===== src/rtl/fetch.sv =====
// -----------------------------------------------------------------------------
// fetch
//
// Instruction fetch unit for the bit-serial core. It pulls instruction words
// from an instruction memory with a req/ack handshake (data returned in the
// ack cycle), holds the current instruction for the decode stage and keeps
// one word of prefetch so that a steady stream of retirements can run at one
// instruction per cycle.
//
// Parameters
//   ADDR_W     program counter / instruction memory address width
//   OPERAND_W  operand width; instruction word is OPERAND_W+2 bits
//              ([OPERAND_W+1:OPERAND_W] opcode, [OPERAND_W-1:0] operand)
//
// Ports
//   i_clk        sole clock, rising edge
//   i_rst_n      synchronous active-low reset
//   o_imem_req   instruction memory read request
//   o_imem_addr  read address, valid while o_imem_req=1
//   i_imem_ack   memory accepts the request and returns data this cycle
//   i_imem_data  instruction word returned with i_imem_ack
//   i_pcincr     decode retires the instruction currently presented
//   o_instr      opcode presented to decode (NOP when not valid)
//   o_operand    operand presented to the datapath (0 when not valid)
//   o_start      o_instr/o_operand hold a valid instruction
//   o_pc         address of the instruction in o_instr
// -----------------------------------------------------------------------------
module fetch #(
    parameter int ADDR_W    = 8,
    parameter int OPERAND_W = 8
) (
    input  logic                   i_clk,
    input  logic                   i_rst_n,
    output logic                   o_imem_req,
    output logic [ADDR_W-1:0]      o_imem_addr,
    input  logic                   i_imem_ack,
    input  logic [OPERAND_W+1:0]   i_imem_data,
    input  logic                   i_pcincr,
    output logic [1:0]             o_instr,
    output logic [OPERAND_W-1:0]   o_operand,
    output logic                   o_start,
    output logic [ADDR_W-1:0]      o_pc
);

    localparam int INSTR_W = OPERAND_W + 2;

    typedef enum logic [1:0] {
        IDLE  = 2'd0,
        FETCH = 2'd1,
        EXEC  = 2'd2
    } state_t;

    state_t               state;
    state_t               state_next;
    logic [ADDR_W-1:0]    pc;
    logic [ADDR_W-1:0]    pc_next;
    logic [ADDR_W-1:0]    pc_plus1;
    logic [INSTR_W-1:0]   ir;
    logic [INSTR_W-1:0]   ir_next;
    logic [INSTR_W-1:0]   pbuf;
    logic [INSTR_W-1:0]   pbuf_next;
    logic                 pbuf_full;
    logic                 pbuf_full_next;
    logic                 req_int;
    logic [ADDR_W-1:0]    addr_int;
    logic                 handshake;
    logic                 exec_valid;

    // Natural wrap of the address space: the all-ones PC rolls over to 0.
    assign pc_plus1 = pc + ADDR_W'(1);

    // Memory request generation. In FETCH we ask for the word at PC. In EXEC
    // the current instruction already sits in IR, so the request looks one
    // word ahead (PC+1) as long as the prefetch buffer has room for it.
    always_comb begin
        req_int  = 1'b0;
        addr_int = pc;
        case (state)
            FETCH: begin
                req_int  = 1'b1;
                addr_int = pc;
            end
            EXEC: begin
                req_int  = ~pbuf_full;
                addr_int = pc_plus1;
            end
            default: begin
                req_int  = 1'b0;
                addr_int = pc;
            end
        endcase
    end

    // A transfer only happens when we are actually requesting; a stray ack
    // (including one seen while reset is held) is ignored.
    assign handshake = i_rst_n & req_int & i_imem_ack;

    // Next-state and datapath-update logic.
    // Retiring in EXEC has three outcomes: take the buffered word, take the
    // word arriving this very cycle (bypassing the buffer, which keeps full
    // throughput with ack tied high), or fall back to FETCH. In the fallback
    // the outstanding request address (old PC+1) already equals the new PC,
    // so the request simply stays up with an unchanged address.
    always_comb begin
        state_next     = state;
        pc_next        = pc;
        ir_next        = ir;
        pbuf_next      = pbuf;
        pbuf_full_next = pbuf_full;
        case (state)
            IDLE: begin
                state_next = FETCH;
            end
            FETCH: begin
                if (handshake) begin
                    ir_next    = i_imem_data;
                    state_next = EXEC;
                end
            end
            EXEC: begin
                if (i_pcincr) begin
                    pc_next = pc_plus1;
                    if (pbuf_full) begin
                        ir_next        = pbuf;
                        pbuf_full_next = 1'b0;
                    end else if (handshake) begin
                        ir_next = i_imem_data;
                    end else begin
                        state_next = FETCH;
                    end
                end else if (handshake) begin
                    pbuf_next      = i_imem_data;
                    pbuf_full_next = 1'b1;
                end
            end
            default: begin
                state_next = IDLE;
            end
        endcase
    end

    // State register. Reset returns to IDLE with PC, IR and the prefetch
    // buffer cleared so the first fetch after release is from address 0.
    always_ff @(posedge i_clk) begin
        if (!i_rst_n) begin
            state     <= IDLE;
            pc        <= '0;
            ir        <= '0;
            pbuf      <= '0;
            pbuf_full <= 1'b0;
        end else begin
            state     <= state_next;
            pc        <= pc_next;
            ir        <= ir_next;
            pbuf      <= pbuf_next;
            pbuf_full <= pbuf_full_next;
        end
    end

    // Outputs are forced quiet whenever reset is low, even in the cycle
    // reset first arrives, so an in-flight request is dropped immediately.
    assign exec_valid  = i_rst_n & (state == EXEC);
    assign o_imem_req  = i_rst_n & req_int;
    assign o_imem_addr = i_rst_n ? addr_int : '0;
    assign o_start     = exec_valid;
    assign o_instr     = exec_valid ? ir[INSTR_W-1:OPERAND_W] : 2'b00;
    assign o_operand   = exec_valid ? ir[OPERAND_W-1:0] : '0;
    assign o_pc        = i_rst_n ? pc : '0;

endmodule


===== config.mk =====
export PLATFORM = sky130hd
export DESIGN_NAME = fetch
export DESIGN_NICKNAME = d
export VERILOG_FILES = /design/src/rtl/fetch.sv
export SDC_FILE = /design/constraint.sdc
export NUM_CORES = 1
export LEC_CHECK = 0
export CAP_MARGIN = 20
export CORE_MARGIN = 5
export CORE_UTILIZATION = 53
export CTS_CLUSTER_DIAMETER = 30
export DETAILED_ROUTE_END_ITERATION = 16
export PLACE_DENSITY_LB_ADDON = 0.08
export REMOVE_ABC_BUFFERS = 1
export SLEW_MARGIN = 10
export SYNTH_ARGS = -nofsm -noshare
export SYNTH_HDL_FRONTEND = slang
export SYNTH_SLANG_ARGS = --single-unit
export TNS_END_PERCENT = 30

===== constraint.sdc =====
create_clock -name i_clk -period 4.8 [get_ports i_clk]
set_clock_uncertainty 0.1 [all_clocks]
set_input_delay 0.96 -clock i_clk [delete_from_list [all_inputs] [get_ports i_clk]]
set_output_delay 0.96 -clock i_clk [all_outputs]
set_load 0.02 [all_outputs]

# Word-level counts from Yosys, hierarchy flattened
# Cells that the tools add are included.
# W data, S select, Z words.
# totals
inputBits,14
ff_bits,31
# classes
n_addsub,1
muxes,17
n_eq_ne,6
n_reduce_logical,8
bitwise_logic,5
# op_table
cell,count
$mux W8,4
$mux W10,3
$pmux W10 S2,1
$mux W2,5
$add A8 B1 Y8 const B,1
$ne A2 B2 Y1 const B,4
$pmux W2 S3,1
$reduce_and A2 Y1,3
$reduce_and A4 Y1,1
$reduce_bool A2 Y1,2
$and A1 B1 Y1,3
$reduce_and A3 Y1,1
$eq A2 B1 Y1 const B,1
$eq A2 B2 Y1 const B,1
$logic_not A2 Y1,1
$mux W1,2
$not A1 Y1,2
$pmux W1 S2,1

# Longest topological paths before layout
# depth
ltp_word,8
ltp_mapped,7
depth_no_buf,5

# Least setup slack after synthesis
# No wires, ideal clock.
# synth_timing
path_kind,input -> output
startpoint,in i_rst_n
endpoint,out o_imem_addr[5]
n_path_buf,2
stages,4
slack_ns,1.901
required_time_ns,3.740
arrival_ns,1.839
cell_sequence,buf_4 > clkbuf_1 > nand2_1 > mux2i_1
# synth_via
elab_chain_len,1
# synth_lines
item,line_no,rtl
start: declaration,33,"input logic i_rst_n,"
$mux W8,164,assign o_imem_addr = i_rst_n ? addr_int : '0;
end: declaration,35,"output logic [ADDR_W-1:0] o_imem_addr,"
# No other way between the ends.

# Worst setup path in the final report
# layout_timing
startpoint,reg state[0]
endpoint,out o_imem_addr[6]
# layout_via
elab_chain_len,3
# layout_lines
item,line_no,rtl
start: declaration,53,state_t state;
start signal: assignment,152,state <= state_next;
$eq A2 B2 Y1,78,case (state)
$mux W8,78,
$mux W8,164,
# No other way between the ends.

==> impl_metrics.ini <==
[run_status]
status = finished clean

[cells_and_area]
area_growth_pct = 27.4
seqCellArea_sq_um = 621
fill_cells = 291
fin_nets = 266
fin_area_sq_um = 2280
layout-drive-gt1-share_pct = 7.26
num_antenna_cells = 0
multi_input_area_sq_um = 988

[logic_synthesis]
synthArstFlopShare_pct = 0
synth_area_leaders = dfxtp_1, inv_1, a221oi_1, o221ai_1, o41ai_1
syn_area_sq_um = 1790
yosys_register_bits = 31
yosysTopAreaCell = dfxtp_1
syn-instance-count = 213
synth_warnings = 0
ys_seq_area_share_pct = 34.6
syn_area_per_cell_sq_um = 8.41
yosysMostFrequentCell = dfxtp_1
synth_top_flop_cell = dfxtp_1
yosysUniqueCellTypes = 37
netlist.area_leader.share_pct = 34.6
synth-edff-count = 0
synthTopCellsByCount = dfxtp_1, inv_1, nor3_1

[pwr]
power_density_nw_per_um2 = 276
irDropWorstVdd_uv = 149
leakage_nw = 0.798

[grt]
first_global_vias = 1594
antenna_found_initial = 0
grt_usage_pct = 20.7
grt_pass1_wl_um = 7160
grt_max_degree = 40
grt-ovfl-total = 0

[clocking]
root_buffer = clkbuf_4
clock-sinks = 31
tritoncts = yes
cts_buffer_depth = 2
cts_buffers = 5
cts_resized = 0
htreeDepth = 2
clk_pin_slew_worst_paths_ns = 0.11
post-cts-setup-buffer-count = 0
holdBufCountCts = 0
insertion_delay_ns = 0.32

[critical_path]
start_kind = register
critPathArrivalTime_ns = 2.86
r2r-end = pbuf[0]
worst_r2r_startpoint = state[0]
crit_required_ns = 3.74
crit_path_end_kind = primary output
r2r_setup_slack_ns = 1.93
critPathMaxFanout = 19
r2r_cells = 5
crit_type = register to primary output

[timing]
finalSetupViolCount = 0
whs_ns = 0.391
finalWorstSetupSlack_ns = 0.875
finalHoldViolCount = 0
tns_ns = 0
fmax_mhz = 255
rsz0062_at_grt = no
worst_pin_slew_ns = 1.02
slew_headroom_pct = 31.6
timing.final.crit_share_pct = 81.8
finalMaxSlewViolations = 0
fin_crit_ns = 3.92

[drt]
dr_wl_met2_um = 2260
topRoutingLayerUsed = met4
drt_drc_violations_left = 0
routedWlPerCell_um = 15.1
vias = 1730
vias_per_cell = 5.88
first_iter_violations = 141
met1_length_um = 1950
final_antenna_net_count = 0
drtPass1Iterations = 4
route.met3.wl_um = 223
drt-total-wl_um = 4450

[die]
die_w_um = 68.1
rows = 21
die_area_sq_um = 4640
core_area_sq_um = 3310
initial_core_util_pct = 54.1
die_y_um = 68.1
num_io_pins = 42

[hold_path]
hold_end = pbuf[5]
min_path_type = register to register
hold_path_depth = 2
worstHoldStart = pbuf[5]

[place]
post-place-ws_ns = 0.999
place_area_sq_um = 2200
io_buffers = 41
dp_hpwl_um = 2960
gp_congestion = 0.747

[flow_run]
maxCapViolCount = 0
## sequential cells by signal, summed over array words and instances, names as in the netlist
signal	cells
state	2
pc	8
pbuf_full	1
pbuf	10
ir	10
## layout make-up
cell class,count,area share [%]
Sequential cell,31,27.2
Tap cell,46,2.52
Clock buffer,6,2.25
Inverter,28,4.60
Timing Repair Buffer,43,18.6
Clock inverter,2,1.53
Multi-Input combinational cell,138,43.3
## placed cells by master (no fill, tap or decap), types with 6 or more instances in the layout
cell type and instances:
a21oi_1 6, a221oi_1 10, and2_1 6, clkdlybuf4s50_1 41
dfxtp_1 31, inv_1 27, mux2i_1 8, nand2_1 11
nor2_1 9, nor3_1 15, o221ai_1 10, o311ai_1 9
o41ai_1 10
## worst max-delay path by stage
stage,startpoint,end,slack [ns],cells after the start
floorplan,state[0],o_imem_addr[6],1.88,5
global placement,i_rst_n,o_instr[1],1.07,4
detailed placement,i_rst_n,o_imem_addr[7],1.0,5
CTS,state[0],o_imem_addr[7],0.86,6
global route,state[0],o_imem_addr[6],0.67,6
finish,state[0],o_imem_addr[6],0.88,6
## worst max-delay path: stages, from the launching register on
cell             delay [ns]
dfxtp_1                0.35
inv_1                  0.09
ha_1                   0.58
inv_2                  0.30
or3_1                  0.44
mux2i_1                0.15
clkdlybuf4s50_1        0.62
## metrics by stage
step / util [%] / std cells / power, W
after floorplan: - / 197 / 0.000370
after global placement: 66.4 / 286 / 0.000411
after detailed placement: 66.4 / 286 / 0.000418
after CTS: 69.0 / 294 / 0.000634
after global routing: 69.0 / 294 / 0.000658
final: 69.0 / 294 / 0.000630
## cell families after synthesis
kind of cell,count (synthesis),synth area share [%]
and+or+nand+nor,67,20.5
buffers and inverters,44,10.2
muxes,9,5.10
xor gates and xnor gates,5,2.44
DFF,31,34.6
AOI/OAI and AO/OA,52,23.7
adders and majority gates,5,3.49
## metal layers
metal,vias to the layer above,global-route usage [%]
met3,2,5.75
li1,859,-
met2,49,35.4
met5,-,0
met4,0,6.95
met1,820,24.8
## power by group
part           switching (W)  internal [W]
sequential        0.00000663      0.000264
clock              0.0000923      0.000123
combinational      0.0000845     0.0000592
(Power assumes the default switching activity.)
